--- src/rtl/pipearch_common.sv ---
// Shared register map and CCI-P channel-0 types used by the pipearch load/store blocks.
package pipearch_common;

    localparam int NUM_REGS           = 8;
    localparam int REG_LOAD_SRC       = 3;
    localparam int REG_LOAD_LINES     = 4;
    localparam int REG_LOAD_BRAM_BASE = 5;

    typedef logic [41:0]  t_ccip_clAddr;
    typedef logic [15:0]  t_ccip_mdata;
    typedef logic [511:0] t_ccip_clData;

    typedef struct packed {
        logic [1:0]   vc_sel;
        logic [1:0]   cl_len;
        logic [3:0]   req_type;
        logic [5:0]   rsvd;
        t_ccip_clAddr address;
        t_ccip_mdata  mdata;
    } t_ccip_c0_ReqMemHdr;

    typedef struct packed {
        logic [1:0]  vc_used;
        logic        rsvd1;
        logic        hit_miss;
        logic [1:0]  rsvd0;
        logic [1:0]  cl_num;
        logic [3:0]  resp_type;
        t_ccip_mdata mdata;
    } t_ccip_c0_RspMemHdr;

    typedef struct packed {
        t_ccip_c0_ReqMemHdr hdr;
        logic               valid;
    } t_if_ccip_c0_Tx;

    typedef struct packed {
        t_ccip_c0_RspMemHdr hdr;
        t_ccip_clData       data;
        logic               rspValid;
        logic               mmioRdValid;
        logic               mmioWrValid;
    } t_if_ccip_c0_Rx;

    // Bit 31 picks in_addr over out_addr; the low 31 bits are a cache-line offset.
    function automatic t_ccip_clAddr load_src(input logic [31:0] r,
                                              input t_ccip_clAddr in_base,
                                              input t_ccip_clAddr out_base);
        t_ccip_clAddr base;
        base = r[31] ? in_base : out_base;
        return base + t_ccip_clAddr'(r[30:0]);
    endfunction

endpackage

--- src/rtl/fifobram_interface.sv ---
// Write port bundle for a line-wide on-chip BRAM.
interface fifobram_interface #(
    parameter int DATA_W = 512,
    parameter int ADDR_W = 16
);
    logic              we;
    logic [ADDR_W-1:0] waddr;
    logic [DATA_W-1:0] wdata;

    modport bram_write (output we, output waddr, output wdata);
    modport bram_sink  (input we, input waddr, input wdata);
endinterface

--- src/rtl/glm_load.sv ---
// Streams L cache lines from host memory into a BRAM; responses may return in any
// order and are placed by their mdata tag.
module glm_load
    import pipearch_common::*;
(
    input  logic           clk,
    input  logic           reset,
    input  logic           op_start,
    output logic           op_done,
    input  logic [31:0]    regs [NUM_REGS],
    input  t_ccip_clAddr   in_addr,
    input  t_ccip_clAddr   out_addr,
    fifobram_interface.bram_write MEM_dest,
    input  logic           c0TxAlmFull,
    input  t_if_ccip_c0_Rx cp2af_sRx_c0,
    output t_if_ccip_c0_Tx af2cp_sTx_c0
);

    typedef enum logic [1:0] {IDLE, REQUEST, DRAIN, DONE} state_t;

    state_t       state;
    t_ccip_clAddr src;
    logic [15:0]  num_lines;
    logic [15:0]  bram_base;
    logic [15:0]  num_req;
    logic [15:0]  num_rsp;

    // c0 handshake: a request is the single cycle af2cp_sTx_c0.valid is high, and is
    // only launched from an edge where c0TxAlmFull was low. Responses carry no
    // back-pressure: every rspValid cycle seen while a load is active is consumed.
    logic rsp_take;
    logic req_fire;
    logic last_rsp;

    assign rsp_take = cp2af_sRx_c0.rspValid && (state == REQUEST || state == DRAIN);
    assign req_fire = (state == REQUEST) && !c0TxAlmFull;
    assign last_rsp = rsp_take && (num_rsp == num_lines - 16'd1);

    logic [31:0] unused_regs;
    logic        unused_bits;

    always_comb begin
        unused_regs = '0;
        for (int i = 0; i < NUM_REGS; i++) unused_regs = unused_regs ^ regs[i];
    end
    assign unused_bits = ^{unused_regs, cp2af_sRx_c0};

    always_ff @(posedge clk) begin
        if (reset) begin
            state          <= IDLE;
            src            <= '0;
            num_lines      <= '0;
            bram_base      <= '0;
            num_req        <= '0;
            num_rsp        <= '0;
            op_done        <= 1'b0;
            af2cp_sTx_c0   <= '0;
            MEM_dest.we    <= 1'b0;
            MEM_dest.waddr <= '0;
            MEM_dest.wdata <= '0;
        end else begin
            op_done      <= 1'b0;
            af2cp_sTx_c0 <= '0;
            MEM_dest.we  <= 1'b0;

            // Placement depends only on the returned tag, so ordering is irrelevant.
            if (rsp_take) begin
                MEM_dest.we    <= 1'b1;
                MEM_dest.waddr <= bram_base + cp2af_sRx_c0.hdr.mdata;
                MEM_dest.wdata <= cp2af_sRx_c0.data;
                num_rsp        <= num_rsp + 16'd1;
            end

            case (state)
                IDLE: begin
                    if (op_start) begin
                        src       <= load_src(regs[REG_LOAD_SRC], in_addr, out_addr);
                        num_lines <= regs[REG_LOAD_LINES][15:0];
                        bram_base <= regs[REG_LOAD_BRAM_BASE][15:0];
                        num_req   <= '0;
                        num_rsp   <= '0;
                        state     <= (regs[REG_LOAD_LINES][15:0] == 16'd0) ? DONE : REQUEST;
                    end
                end
                REQUEST: begin
                    if (req_fire) begin
                        af2cp_sTx_c0.valid       <= 1'b1;
                        af2cp_sTx_c0.hdr.address <= src + t_ccip_clAddr'(num_req);
                        af2cp_sTx_c0.hdr.mdata   <= num_req;
                        num_req                  <= num_req + 16'd1;
                        if (num_req == num_lines - 16'd1) state <= DRAIN;
                    end
                end
                DRAIN: begin
                    if (last_rsp) state <= DONE;
                end
                DONE: begin
                    op_done <= 1'b1;
                    state   <= IDLE;
                end
                default: state <= IDLE;
            endcase
        end
    end

endmodule
--- src/flat_wrapper.sv ---
// flat-port wrapper written by rule: the top's interface ports become plain ports
module glm_load_flat import pipearch_common::*;
  (clk, reset, op_start, op_done, regs, in_addr, out_addr, c0TxAlmFull, cp2af_sRx_c0, af2cp_sTx_c0, MEM_dest_we, MEM_dest_waddr, MEM_dest_wdata);
  fifobram_interface MEM_dest_i ();
  input  logic clk;
  input  logic reset;
  input  logic op_start;
  output logic op_done;
  input  logic [31:0] regs[NUM_REGS];
  input  t_ccip_clAddr in_addr;
  input  t_ccip_clAddr out_addr;
  input  logic c0TxAlmFull;
  input  t_if_ccip_c0_Rx cp2af_sRx_c0;
  output t_if_ccip_c0_Tx af2cp_sTx_c0;
  output wire logic [$bits(MEM_dest_i.we)-1:0] MEM_dest_we;
  output wire logic [$bits(MEM_dest_i.waddr)-1:0] MEM_dest_waddr;
  output wire logic [$bits(MEM_dest_i.wdata)-1:0] MEM_dest_wdata;
  assign MEM_dest_we = MEM_dest_i.we;
  assign MEM_dest_waddr = MEM_dest_i.waddr;
  assign MEM_dest_wdata = MEM_dest_i.wdata;
  glm_load u_core (.clk(clk), .reset(reset), .op_start(op_start), .op_done(op_done), .regs(regs), .in_addr(in_addr), .out_addr(out_addr), .MEM_dest(MEM_dest_i), .c0TxAlmFull(c0TxAlmFull), .cp2af_sRx_c0(cp2af_sRx_c0), .af2cp_sTx_c0(af2cp_sTx_c0));
endmodule
--- config.mk ---
export PLATFORM = sky130hd
export DESIGN_NAME = glm_load_flat
export DESIGN_NICKNAME = d
export VERILOG_FILES = /design/src/rtl/pipearch_common.sv /design/src/rtl/fifobram_interface.sv /design/src/rtl/glm_load.sv /design/src/flat_wrapper.sv
export SDC_FILE = /design/constraint.sdc
export NUM_CORES = 2
export LEC_CHECK = 0
export BUFFER_PORTS_ARGS = -buffer_cell sky130_fd_sc_hd__buf_2
export CAP_MARGIN = 10
export CORE_AREA = 2 2 576 578
export CTS_CLUSTER_SIZE = 28
export DETAILED_ROUTE_END_ITERATION = 7
export DIE_AREA = 0 0 578 580
export SYNTH_ARGS = -nofsm -noshare
export SYNTH_HDL_FRONTEND = slang
export SYNTH_SLANG_ARGS = --single-unit
--- constraint.sdc ---
create_clock -name clk -period 4.9 [get_ports clk]
set_input_delay 0.49 -clock clk [delete_from_list [all_inputs] [get_ports clk]]
set_output_delay 0.49 -clock clk [all_outputs]
set_load 0.01 [all_outputs]
Yosys cells after proc, flatten, opt, wreduce, memory -nomap -nowiden:

Cells that the tools add are included.

* register bits: 697
* input bits: 887
* logic and storage cells: 59

* add/sub/neg operators: 6
* eq/ne operators: 9
* muxes and demuxes: 16
* bitwise gates (word level): 2
* reduce and logical (&&, ||, !) cells: 13

Operators by type and width (count)
* $mux W16: 5
* $add A42 B16 Y42: 1
* $add A42 B31 Y42: 1
* $mux W42: 1
* $add A16 B1 Y16 const B: 2
* $eq A16 B16 Y1: 2
* $pmux W16 S2: 1
* $add A16 B16 Y16: 1
* $logic_not A16 Y1: 1
* $sub A16 B1 Y16 const B: 1
* $mux W2: 5
* $pmux W2 S4: 1
* $eq A2 B2 Y1 const B: 2
* $ne A2 B1 Y1 const B: 2
* $ne A2 B2 Y1 const B: 2
* $reduce_and A4 Y1: 1
* $logic_and A1 B1 Y1: 3
* $mux W1: 3
* $reduce_and A3 Y1: 1
* $reduce_or A3 Y1: 1
* $eq A2 B1 Y1 const B: 1
* $logic_not A2 Y1: 1
* $not A1 Y1: 2
* $reduce_and A2 Y1: 1
* 4 further kinds: 4

Depth between registers and ports, before layout:

* depth after elaboration: 6
* gate-level depth with buffers: 14
* gate-level depth less buffers: 11

Least setup slack after synthesis:

OpenSTA, ideal clock, no wires.

* path kind: input-to-reg
* start: input port regs[159] (netlist bit)
* end: register u_core.src[38]
* library setup time: 122 ps
* arrival time: 4091 ps
* setup slack: 687 ps
* cell stages on the path: 14
* path buffers: 3
* path through: buf_2 -> buf_1 -> clkbuf_1 -> mux2_2 -> ha_1 -> fa_1 -> a211oi_1 -> o21ai_0 -> a21oi_1 -> a21boi_1 -> o2111ai_1 -> a21o_1 -> nor3_1 -> a221o_1

* longest elaborated chain between the ends: 2

Ends and longest elaborated chain
* from (decl): RTL line flat_wrapper.sv:9 `input logic [31:0] regs[NUM_REGS];`
* $mux W42: RTL line pipearch_common.sv:50 `base = r[31] ? in_base : out_base;`
* $add A42 B31 Y42: RTL line pipearch_common.sv:51 `return base + t_ccip_clAddr'(r[30:0]);`
* to (signal assigned): RTL line glm_load.sv:77 `src <= load_src(regs[REG_LOAD_SRC], in_addr, out_addr);`
* to (decl): RTL line glm_load.sv:22 `t_ccip_clAddr src;`

No other way between the ends.
A chain may end at the register's enable or synchronous reset.

Final worst setup path:

Same ends and word-level chain as after synthesis.

==> key figures <==
Run status
  – Status: completed

Clocking
  – CTS buffer count: 101
  – Clk slew on worst S/H paths: 0.06 ns
  – Clk buf depth: 4
  – PostCTS Resize Cnt: 0
  – Worst skew pair latency: 0.82 ns
  – Setup bufs post-CTS: 0
  – H-tree depth: 3
  – CTS Sinks: 697
  – Clk root buf: clkbuf_16
  – # hold bufs at CTS: 544
  – CTS tree: done

STA
  – Tcrit/Tclk final: 0.8108
  – Max Clk Rate: 0.2517 GHz
  – RSZ-0062 raised after global routing: false
  – Slew HR: 0.1824
  – # setup viols final: 0
  – Worst Max-Slew Pin Slew: 1.218 ns
  – Pins over their slew limit: 0
  – Final hold viol count: 0
  – Worst clock skew: 0.03551 ns
  – Final WS setup: 0.9272 ns
  – Tmin final: 3.973 ns
  – TNS Setup: 0 ns

Placement
  – Area of placed instances: 40320 um^2
  – Place WS: 0.1650 ns
  – Detailed placement HPWL: 234500 um
  – DP Cell Count: 9105
  – Global placement routability congestion: 0.9002
  – IO Port Bufs: 1269

Power and ir drop
  – Leakage power: 20.29 nW
  – Worst vdd ir: 0.2677 mV
  – PwrDens: 409.0 nW/um^2

Layout
  – Sequential Area: 13950 um^2
  – Most common cell after layout, fill and taps aside: buf_2
  – Nets: 6345
  – Most frequent cells in the layout: 1268 x buf_2, 1217 x nand2_1, 697 x dfxtp_1
  – Layout cells sized above 1: 0.2852
  – Non-Filler Instances: 10.00k
  – Fill cells: 37.64k
  – Area delta synth->final: 72.47%
  – Area occupied by multi-input gates: 13810 um^2
  – Post-route design area: 49690 um^2

GRT
  – Gr ovfl total: 0
  – GRT Total Usage: 0.1564
  – Largest net degree at the start of global routing: 174
  – Initial antenna violation count: 406
  – Vias in the first global route: 31.69k
  – Wire length of the first global-routing pass: 337300 um

Synthesis
  – Top FF cell, synth: dfxtp_1
  – Synth Cell Area: 28810 um^2
  – Mapped Cells: 3647
  – Post-synth ARST share: 0
  – Yosys reg bits: 697
  – Yosys cell types: 74
  – Register area share after synthesis: 0.4843
  – Avg Inst Size Synth: 7.900 um^2
  – Synth warn: 0
  – Post-synth EDFFs: 0

Route
  – Detail Route Antenna Nets: 0
  – DRC Markers: 0
  – DR vias/cell: 3.409
  – Routed len/inst: 27.26 um
  – Drt pass-1 iters: 5
  – Post-Route WL: 272700 um
  – DRT iter0 DRCs: 2088
  – Vias after detailed routing: 34.09k

Critical path
  – Worst setup path endpoint: u_core.src[38]
  – R2r endpoint: u_core.af2cp_sTx_c0[35]
  – CP arrival: 4.67 ns
  – Launch point of the worst reg-to-reg path: u_core.num_req[0]
  – Top fanout value on the critical path: 10
  – Worst setup SP type: input pin
  – Worst Setup SP: regs[159]
  – R2R Setup Slk: 1.15 ns
  – Critical path required time: 5.60 ns
  – Setup crit end kind: flop
  – CP Class: input pin to flop
  – Reg2Reg Depth: 11

Run
  – MaxCap Viol Count: 0

Die
  – Die Height: 580 um
  – Full die area: 335200 um^2
  – Top Ports: 1490
  – Initial core utilization: 0.08752
  – Cell row count: 211
  – Die X: 578 um
  – Core Region: 329200 um^2

Hold path
  – Hold WC Path Type: input pin to flop
## area by class of cell
| class | instances | share of cell area |
|---|---|---|
| antenna | 173 | 0.008712 |
| multi-input combinational | 2684 | 0.2779 |
| clock inverter | 48 | 0.01277 |
| inverter | 25 | 0.001889 |
| sequential | 697 | 0.2808 |
| timing repair buffer | 1877 | 0.2505 |
| tap | 4366 | 0.1099 |
| clock buffer | 131 | 0.05741 |
## synth_stat cells, types with 4 or more instances
cell	instances	area [um^2]
nand2_1	1219	4576
dfxtp_1	697	13950
a21oi_1	634	3173
clkbuf_1	206	773.2
nor2_1	127	476.7
ha_1	69	863.3
o21ai_0	63	315.3
xnor2_1	57	499.2
xor2_1	57	499.2
a21o_1	37	277.8
mux2_2	35	394.1
nor3_1	35	175.2
and3_1	32	200.2
nand3_1	32	160.2
buf_1	27	101.4
inv_1	24	90.09
nand4_1	21	131.4
mux2i_1	18	180.2
or3_1	18	112.6
a211oi_1	17	127.6
nor4_1	17	106.4
o211ai_1	17	127.6
buf_4	14	105.1
nor2b_1	12	75.07
o21a_1	12	90.09
a31oi_1	11	68.82
a21boi_0	10	75.07
and2_1	9	56.30
a211o_1	7	61.31
and4_1	7	61.31
nand2b_1	7	43.79
o21bai_1	7	52.55
o311ai_0	7	61.31
a2111oi_0	6	52.55
or2_2	6	37.54
buf_2	5	25.02
o2111ai_1	5	43.79
nor3b_1	4	30.03
or4_1	4	30.03
## report_power, final
group	total, mW	switching (mW)	internal [mW]
sequential	6.76	0.408	6.36
combinational	5.64	3.78	1.85
clock	7.93	3.15	4.78
## worst min-delay path by stage
stage	slack, ns	to	depth (start not counted)	start
6_report	0.09	u_core.src[32]	4	in_addr[32]
3_5_place_dp	0.44	u_core.MEM_dest.wdata[476]	2	u_core.MEM_dest.wdata[476]
2_1_floorplan	0.43	u_core.src[15]	2	u_core.src[15]
4_1_cts	0.01	u_core.src[32]	4	in_addr[32]
3_3_place_gp	0.44	u_core.MEM_dest.wdata[314]	2	u_core.MEM_dest.wdata[314]
5_1_grt	0.1	u_core.num_req[0]	2	reset
## stage by stage
step / hold slack, ns / utilization / total power [mW]
floorplan: 0.4291 / - / 9.345
global placement: 0.4388 / 0.1225 / 12.06
detailed placement: 0.4430 / 0.1225 / 12.09
CTS: 0.01321 / 0.1496 / 20.80
global route: 0.09701 / 0.1501 / 21.40
finish: 0.09372 / 0.1509 / 20.33
## worst max-delay path, stage by stage
cell and delay (ns):
buf_2 0.50, buf_12 0.21, mux2_2 0.34, ha_1 0.23
fa_1 0.43, a211oi_1 0.28, o21ai_0 0.22, a21oi_1 0.45
buf_12 0.19, a21boi_1 0.15, o2111ai_1 0.27, buf_4 0.17
a21o_1 0.26, nor3_1 0.08, a221o_1 0.30
## flip-flops by register name, indices dropped and copies added (netlist names)
register	count
u_core.MEM_dest.wdata	512
u_core.af2cp_sTx_c0	59
u_core.src	42
u_core.MEM_dest.waddr	16
u_core.bram_base	16
u_core.num_lines	16
u_core.num_req	16
u_core.num_rsp	16
u_core.state	2
u_core.MEM_dest.we	1
u_core.op_done	1
## cells by family after synthesis
kind of cell               synth area share
DFF                                  0.4843
and+or+nand+nor                      0.2214
buffers and inverters               0.03891
AOI/OAI and AO/OA                    0.1681
muxes                               0.02045
adders and majority gates           0.03205
xor gates and xnor gates            0.03466
other                             0.0001302
## layer usage
metal,global-route usage,up-vias,share of wire,routed length [um]
met5,0,-,0.0046,1259
met4,0.07008,188,0.055,14940
met3,0.08660,693,0.14,37450
met2,0.2327,1761,0.41,111800
met1,0.1817,15560,0.39,107200
li1,-,15890,-,-
(Power assumes the default switching activity.)
